===== src/rtl/pipe_fetch_if.sv =====
// Fetch-stage bundle: pipeline control, instruction-memory read port and the ir/pc output.
interface pipe_fetch_if;
    logic        stall;
    logic        redirect;
    logic [31:0] redirect_pc;
    logic        imem_req;
    logic [31:0] imem_addr;
    logic        imem_gnt;
    logic        imem_rvalid;
    logic [31:0] imem_rdata;
    logic [31:0] ir;
    logic        ir_valid;
    logic [31:0] pc;

    modport master (
        input  stall, redirect, redirect_pc, imem_gnt, imem_rvalid, imem_rdata,
        output imem_req, imem_addr, ir, ir_valid, pc
    );

    modport slave (
        output stall, redirect, redirect_pc, imem_gnt, imem_rvalid, imem_rdata,
        input  imem_req, imem_addr, ir, ir_valid, pc
    );
endinterface


===== src/rtl/pipe_fetch.sv =====
// Instruction fetch stage: PC, credit-limited in-order imem reads, prefetch FIFO, redirect drain.
// Optional FETCH_BYPASS_EN: a response arriving into an empty FIFO loads ir directly.
module pipe_fetch #(
    parameter int unsigned DEPTH    = 4,
    parameter logic [31:0] RESET_PC = 32'h0000_0000
) (
    input  logic         clk,
    input  logic         rst,
    pipe_fetch_if.master bus
);
    localparam int unsigned AW = $clog2(DEPTH);
    localparam int unsigned CW = $clog2(DEPTH) + 1;

    typedef enum logic [1:0] {IDLE, RUN, DRAIN} state_t;

    typedef struct packed {
        logic [31:0] pc;
        logic [31:0] word;
    } entry_t;

    state_t        state_q, state_d;
    logic [31:0]   fetch_pc_q, fetch_pc_d;
    logic [CW-1:0] inflight_q, inflight_d;
    entry_t        fifo_q [DEPTH];
    logic [AW-1:0] wr_ptr_q, rd_ptr_q;
    logic [CW-1:0] count_q;
    logic [31:0]   ir_q, pc_q;
    logic          ir_valid_q;

    logic          req_c, grant, resp, credit, deliver, bypass, push, pop;
    logic [31:0]   resp_pc;

    // FIFO occupancy plus outstanding reads may never exceed DEPTH
    assign credit  = ((CW+1)'(count_q) + (CW+1)'(inflight_q)) < (CW+1)'(DEPTH);
    // Oldest outstanding read was issued inflight words behind the current fetch pc
    assign resp_pc = fetch_pc_q - (32'(inflight_q) << 2);

    always_comb begin
        state_d    = state_q;
        fetch_pc_d = fetch_pc_q;
        req_c      = 1'b0;
        resp       = 1'b0;
        unique case (state_q)
            IDLE:  state_d = RUN;
            RUN: begin
                req_c = credit && !bus.redirect;
                resp  = bus.imem_rvalid && (inflight_q != '0);
            end
            DRAIN: resp = bus.imem_rvalid && (inflight_q != '0);
            default: state_d = IDLE;
        endcase
        grant      = req_c && bus.imem_gnt;
        inflight_d = inflight_q + CW'(grant) - CW'(resp);
        if (grant) begin
            fetch_pc_d = fetch_pc_q + 32'd4;
        end
        if (state_q == DRAIN && inflight_d == '0) begin
            state_d = RUN;
        end
        if (bus.redirect) begin
            fetch_pc_d = bus.redirect_pc & 32'hFFFF_FFFC;
            state_d    = (inflight_d != '0) ? DRAIN : RUN;
        end
    end

    assign deliver = (state_q == RUN) && resp && !bus.redirect;
`ifdef FETCH_BYPASS_EN
    assign bypass  = deliver && (count_q == '0) && !bus.stall;
`else
    assign bypass  = 1'b0;
`endif
    assign push    = deliver && !bypass;
    assign pop     = !bus.redirect && !bus.stall && (count_q != '0);

    always_ff @(posedge clk) begin
        if (rst) begin
            state_q    <= IDLE;
            fetch_pc_q <= RESET_PC;
            inflight_q <= '0;
            wr_ptr_q   <= '0;
            rd_ptr_q   <= '0;
            count_q    <= '0;
            ir_q       <= '0;
            ir_valid_q <= 1'b0;
            pc_q       <= '0;
        end else begin
            state_q    <= state_d;
            fetch_pc_q <= fetch_pc_d;
            inflight_q <= inflight_d;
            if (bus.redirect) begin
                wr_ptr_q   <= '0;
                rd_ptr_q   <= '0;
                count_q    <= '0;
                ir_q       <= '0;
                ir_valid_q <= 1'b0;
            end else begin
                if (push) wr_ptr_q <= wr_ptr_q + AW'(1);
                if (pop)  rd_ptr_q <= rd_ptr_q + AW'(1);
                count_q <= count_q + CW'(push) - CW'(pop);
                if (!bus.stall) begin
                    if (bypass) begin
                        ir_q       <= bus.imem_rdata;
                        pc_q       <= resp_pc;
                        ir_valid_q <= 1'b1;
                    end else if (pop) begin
                        ir_q       <= fifo_q[rd_ptr_q].word;
                        pc_q       <= fifo_q[rd_ptr_q].pc;
                        ir_valid_q <= 1'b1;
                    end else begin
                        ir_q       <= '0;
                        ir_valid_q <= 1'b0;
                    end
                end
            end
        end
    end

    // Storage needs no reset: occupancy is tracked by count_q
    always_ff @(posedge clk) begin
        if (push) begin
            fifo_q[wr_ptr_q] <= '{pc: resp_pc, word: bus.imem_rdata};
        end
    end

    // A response into a full FIFO means the credit limit was broken
    always_ff @(posedge clk) begin
        if (!rst && push) begin
            assert (count_q < CW'(DEPTH));
        end
    end

    assign bus.imem_req  = req_c;
    assign bus.imem_addr = fetch_pc_q;
    assign bus.ir        = ir_q;
    assign bus.ir_valid  = ir_valid_q;
    assign bus.pc        = pc_q;
endmodule


===== src/flat_wrapper.sv =====
// flat-port wrapper written by rule: the top's interface ports become plain ports
module pipe_fetch_flat 
#(
    parameter int unsigned DEPTH    = 4,
    parameter logic [31:0] RESET_PC = 32'h0000_0000
)
  (clk, rst, bus_stall, bus_redirect, bus_redirect_pc, bus_imem_gnt, bus_imem_rvalid, bus_imem_rdata, bus_imem_req, bus_imem_addr, bus_ir, bus_ir_valid, bus_pc);
  pipe_fetch_if bus_i ();
  input  logic clk;
  input  logic rst;
  input wire logic [$bits(bus_i.stall)-1:0] bus_stall;
  input wire logic [$bits(bus_i.redirect)-1:0] bus_redirect;
  input wire logic [$bits(bus_i.redirect_pc)-1:0] bus_redirect_pc;
  input wire logic [$bits(bus_i.imem_gnt)-1:0] bus_imem_gnt;
  input wire logic [$bits(bus_i.imem_rvalid)-1:0] bus_imem_rvalid;
  input wire logic [$bits(bus_i.imem_rdata)-1:0] bus_imem_rdata;
  output wire logic [$bits(bus_i.imem_req)-1:0] bus_imem_req;
  output wire logic [$bits(bus_i.imem_addr)-1:0] bus_imem_addr;
  output wire logic [$bits(bus_i.ir)-1:0] bus_ir;
  output wire logic [$bits(bus_i.ir_valid)-1:0] bus_ir_valid;
  output wire logic [$bits(bus_i.pc)-1:0] bus_pc;
  assign bus_i.stall = bus_stall;
  assign bus_i.redirect = bus_redirect;
  assign bus_i.redirect_pc = bus_redirect_pc;
  assign bus_i.imem_gnt = bus_imem_gnt;
  assign bus_i.imem_rvalid = bus_imem_rvalid;
  assign bus_i.imem_rdata = bus_imem_rdata;
  assign bus_imem_req = bus_i.imem_req;
  assign bus_imem_addr = bus_i.imem_addr;
  assign bus_ir = bus_i.ir;
  assign bus_ir_valid = bus_i.ir_valid;
  assign bus_pc = bus_i.pc;
  pipe_fetch #(.DEPTH(DEPTH), .RESET_PC(RESET_PC)) u_core (.clk(clk), .rst(rst), .bus(bus_i));
endmodule

===== config.mk =====
export PLATFORM = sky130hd
export DESIGN_NAME = pipe_fetch_flat
export DESIGN_NICKNAME = d
export VERILOG_FILES = /design/src/rtl/pipe_fetch_if.sv /design/src/rtl/pipe_fetch.sv /design/src/flat_wrapper.sv
export SDC_FILE = /design/constraint.sdc
export NUM_CORES = 1
export LEC_CHECK = 0
export CAP_MARGIN = 20
export CORE_ASPECT_RATIO = 0.6
export CORE_MARGIN = 3
export CORE_UTILIZATION = 40
export DETAILED_ROUTE_END_ITERATION = 10
export SETUP_SLACK_MARGIN = 0.4
export SLEW_MARGIN = 0
export SYNTH_ARGS = -nofsm -noshare
export SYNTH_HDL_FRONTEND = slang
export SYNTH_SLANG_ARGS = --single-unit

===== constraint.sdc =====
create_clock -name clk -period 3.4 [get_ports clk]
set_input_delay 0.68 -clock clk [delete_from_list [all_inputs] [get_ports clk]]
set_output_delay 0.68 -clock clk [all_outputs]
set_load 0.03 [all_outputs]

== Yosys cells after proc, flatten, opt, wreduce, memory -nomap -nowiden ==
Memory sizes are Yosys's and may differ from the RTL's. A register that Yosys moved wholly into a read port is not among the register bits.
Index checks and enable logic that the tools add are counted.

* Equality and inequality tests: 3
* Mux-type cells: 14
* Add/sub/neg operators: 9
* Bitwise gates (word level): 2
* Magnitude comparators: 1
* Reduce and logical (&&, ||, !) cells: 19

{| class="wikitable"
|+ Operators by type and width
! operator !! number
|-
| $mux 32 || 3
|-
| $add 32x3->32 const B || 1
|-
| $sub 32x5->32 || 1
|-
| $mux 2 || 5
|-
| $reduce_bool 3->1 || 3
|-
| $logic_and 1x1->1 || 8
|-
| $add 3x1->3 || 2
|-
| $sub 3x1->3 || 2
|-
| $mux 1 || 5
|-
| $add 2x1->2 const B || 2
|-
| $add 3x3->4 || 1
|-
| $lt 4x3->1 const B || 1
|-
| $pmux 2 s2 || 1
|-
| $reduce_or 2->1 || 2
|-
| $logic_not 3->1 || 1
|-
| $ne 3x1->1 const B || 1
|-
| $reduce_and 3->1 || 1
|-
| $eq 2x1->1 const B || 1
|-
| $eq 2x2->1 const B || 1
|-
| $logic_not 1->1 || 2
|-
| $logic_not 2->1 || 1
|-
| $not 1->1 || 2
|-
| $reduce_bool 2->1 || 1
|}

* Input bits: 70
* Flip-flop bits (word level): 109
* Word-level logic and storage cells: 59
* Output and inout bits: 98
* Memory bits (writable): 256
* Memories kept: 1

{| class="wikitable"
|+ Memories
! name !! words !! width !! rd ports !! clocked after Yosys merged registers in !! write ports !! RTL line !! source
|-
| u_core.fifo_q || 4 || 64 || 1 || 1 || 1 || pipe_fetch.sv:24 || <nowiki>entry_t fifo_q [DEPTH];</nowiki>
|}

== Depth between registers and ports, before layout ==
* Depth after elaboration: 11
* Depth in mapped cells: 14
* Mapped depth without buffers: 11

== Worst setup path after synthesis ==
OpenSTA, ideal clock, no wires.

* Path kind: input to register
* Start: input bus_redirect
* End: memory u_core.fifo_q[0][0] in the netlist's numbering, enable pin
* Data required time: 2.973 ns
* Arrival time: 2.793 ns
* Path slack: 0.180 ns
* Library setup time: 0.427 ns
* Path buffers: 2
* Cell stages on the path: 4
* Cell sequence: clkbuf_1 clkbuf_1 nor2_1 and2_1

* Cells in the longest elaborated chain, start to end: 4

{| class="wikitable"
|+ Ends and longest elaborated chain
! what !! RTL line !! source
|-
| start: declaration || flat_wrapper.sv:12 || <nowiki>input wire logic [$bits(bus_i.redirect)-1:0] bus_redirect;</nowiki>
|-
| $logic_not 1->1 || pipe_fetch.sv:66 || <nowiki>assign deliver = (state_q == RUN) && resp && !bus.redirect;</nowiki>
|-
| $logic_and 1x1->1 || pipe_fetch.sv:66 ||
|-
| named net u_core.deliver || pipe_fetch.sv:30 || <nowiki>logic req_c, grant, resp, credit, deliver, bypass, push, pop;</nowiki>
|-
| $mux 1 || pipe_fetch.sv:120 || <nowiki>if (push) begin</nowiki>
|-
| $mux 1 (implied by the code) || pipe_fetch.sv:121 || <nowiki>fifo_q[wr_ptr_q] <= '{pc: resp_pc, word: bus.imem_rdata};</nowiki>
|-
| end: declaration || pipe_fetch.sv:24 ||
|}

The timed path passes the listed nets, and every way through them passes these cells.

== Final worst setup path ==
* Start: register u_core.fetch_pc_q[8], in the netlist u_core.bus.imem_addr[8]
* End: output bus_imem_addr[8]

{| class="wikitable"
|+ RTL lines
! what !! RTL line !! source
|-
| start: declaration || pipe_fetch.sv:22 || <nowiki>logic [31:0] fetch_pc_q, fetch_pc_d;</nowiki>
|-
| start signal: assignment || pipe_fetch.sv:88 || <nowiki>fetch_pc_q <= fetch_pc_d;</nowiki>
|-
| end: declaration || flat_wrapper.sv:18 || <nowiki>output wire logic [$bits(bus_i.imem_addr)-1:0] bus_imem_addr;</nowiki>
|}

No word-level cell between the ends.

==> impl_metrics.env <==
export IMPL_grt_ovfl_total=0
export IMPL_clockBufferDepth=3
export IMPL_clk_latency_ns=0.52
export IMPL_tightest_slew_ns=0.998
export IMPL_ys_warn_count=0
export IMPL_whs_ns=0.452
export IMPL_place_congestion=0.845
export IMPL_htreeDepth=2
export IMPL_cp_slowest_cell="clkdlybuf4s50_1"
export IMPL_vias=8708
export IMPL_fin_util_pct=50.4
export IMPL_max_vdd_ir_drop_v=0.000276
export IMPL_seq_area_frac_synth_pct=66.7
export IMPL_slew_headroom_pct=33.5
export IMPL_clock_sinks=355
export IMPL_drive_gt1_share_pct=14.9
export IMPL_ys_ff_latch=355
export IMPL_critical_path_depth=1
export IMPL_io_buffers=161
export IMPL_viasPerCell=5.27
export IMPL_cts_setup_buffers=0
export IMPL_placed_cell_area_um2=16600
export IMPL_num_rows=53
export IMPL_drv_cap=0
export IMPL_first_pass_iters=5
export IMPL_grt_pass1_wl_mm=52.6
export IMPL_die_w_um=251
export IMPL_post_dp_hpwl_mm=21.8
export IMPL_yosys_top_cells_area="edfxtp_1 52%, dfxtp_1 15%, mux4_2 9.7%, nand2_1 2.3%, a21oi_1 2.2%"
export IMPL_cts_buffers=35
export IMPL_drc=0
export IMPL_wl_per_cell_um=20.5
export IMPL_grt_start_max_net_pins=65
export IMPL_hold_depth=2
export IMPL_postRouteAntennaNets=0
export IMPL_synth_edf_count=248
export IMPL_fin_crit_ns=2.67
export IMPL_fillers=2955
export IMPL_antenna_found_initial=1
export IMPL_dieArea_um2=38300
export IMPL_synth_cell_types=62
export IMPL_ctsResizeCount=0
export IMPL_grtUsageTotal_pct=17.7
export IMPL_fin_tns_setup_ns=0
export IMPL_crit_family="buffers and inverters"
export IMPL_tritoncts="done"
export IMPL_hp_class="reg -> reg"
export IMPL_slew_violations=0
export IMPL_critical_path_max_stage_delay_ns=0.79
export IMPL_finalSetupViolations=0
export IMPL_synthArstFlopShare_pct=0
export IMPL_routed_wl_mm=33.9
export IMPL_crit_type="reg -> out"
export IMPL_cts_root_buf="clkbuf_16"
export IMPL_ys_flop_type="edfxtp_1"
export IMPL_powerDensity_nw_per_um2=543
export IMPL_io_pins=168
export IMPL_hold_violations=0
export IMPL_end_kind="primary output"
export IMPL_path_clk_slew_ns=0.07
export IMPL_yosysMostFrequentCell="edfxtp_1"
export IMPL_syn_area_um2=14400
export IMPL_syn_inst=998
export IMPL_holdBufCountCts=0
export IMPL_grt_pass1_vias=8765
export IMPL_finClkSkew_ns=0.0162
export IMPL_yosys_area_top_type="edfxtp_1"
export IMPL_netlist_area_leader_share_pct=51.8
export IMPL_crit_path_max_fanout=11
export IMPL_worstSetupStartpointType="flop"
export IMPL_drtIter0Drc=611
export IMPL_worstPathArrival_ns=1.99
export IMPL_die_y_um=153
export IMPL_crit_chain="clkdlybuf4s50_1"
export IMPL_rsz0062_at_grt="no"
export IMPL_start_util_pct=40.8
export IMPL_fin_area_um2=17800
export IMPL_status="finished, final reports clean"
export IMPL_r2r_cells=11
export IMPL_max_freq_mhz=375
export IMPL_core_um2=35200
export IMPL_p_leak_nw=5.90
export IMPL_syn2layout_area_growth_pct=23.5
export IMPL_final_net_count=1249
export IMPL_fin_crit_sh_pct=78.4
export IMPL_critical_path_required_ns=2.72
export IMPL_crit_buf_inv=1
export IMPL_syn_area_per_cell_um2=14.4
export IMPL_ys_top_cells_by_count="248 x edfxtp_1, 107 x dfxtp_1, 90 x nand2_1"
metrics by stage:
stage,setup slack (ns),std cells,power [mW]
6_report,0.735,1652,9.64
4_1_cts,0.421,1651,9.76
2_1_floorplan,0.436,1001,5.47
3_3_place_gp,0.419,1589,5.80
5_1_grt,0.572,1652,10.0
3_5_place_dp,0.410,1589,5.81
path summary, 6_finish.rpt:
kind,start,endpoint,slack (ns)
setup / recovery,u_core.bus.imem_addr[8],bus_imem_addr[8],0.73
hold / removal,u_core.bus.pc[23],u_core.bus.pc[23],0.45
setup reg to reg,u_core.state_q[0],u_core.state_q[0],0.78
hold reg to reg,u_core.bus.pc[23],u_core.bus.pc[23],0.45
layout make-up:
class	instances	area (um^2)	share of cell area (%)
diodes	1	2.50	0.0141
clock buffers	44	960	5.40
clock inverters	18	198	1.11
inverters	33	124	0.697
multi-input cells	544	4370	24.6
flip-flops and latches	355	9600	54.0
well taps	467	584	3.29
repair buffers	190	1930	10.9
where the power goes:
group	internal (mW)	leakage, nW	switching (mW)	total (mW)
logic	0.348	2.21	0.521	0.869
clock network	2.31	0.576	1.61	3.92
registers	4.76	3.12	0.0835	4.85
total	7.42	5.90	2.21	9.64
registers in the layout (all words and copies together) (netlist names), named ones only:
| name | flops |
|---|---|
| u_core.rd_ptr_q | 2 |
| u_core.inflight_q | 3 |
| u_core.bus.imem_addr | 30 |
| u_core.wr_ptr_q | 2 |
| u_core.count_q | 3 |
| u_core.bus.ir | 32 |
| u_core.fifo_q | 248 |
| u_core.bus.ir_valid | 1 |
| u_core.bus.pc | 30 |
| u_core.state_q | 2 |
metal layers:
layer / GRT usage [%] / wire [um] / vias to the layer above
li1: - / - / 4050
met4: 4.30 / 583 / 0
met2: 27.4 / 15600 / 234
met5: 0 / 0 / -
met1: 26.1 / 15800 / 4381
met3: 3.32 / 1850 / 43
cell usage in the layout (no fill, tap or decap), types with 10 or more instances in the layout:
| cell type | count |
|---|---|
| buf_4 | 20 |
| ha_1 | 17 |
| dfxtp_1 | 105 |
| xnor2_1 | 17 |
| nand4_1 | 10 |
| edfxtp_1 | 248 |
| nor3_1 | 14 |
| inv_1 | 31 |
| mux4_2 | 62 |
| clkdlybuf4s50_1 | 157 |
| a22oi_1 | 32 |
| nand3_1 | 11 |
| nand2_1 | 90 |
| nor2_1 | 70 |
| a21oi_1 | 63 |
| o21ai_0 | 18 |
| xor2_1 | 22 |
| clkbuf_16 | 35 |
cell families after synthesis:
kind of cell	Yosys count	share of synthesized area [%]
AOI/OAI and AO/OA	141	6.05
xor gates and xnor gates	39	2.37
adders and majority gates	20	1.90
buffers and inverters	102	3.11
DFF	355	66.7
muxes	70	10.3
other	1	0.0261
and+or+nand+nor	270	9.61
(Power assumes the default switching activity.)
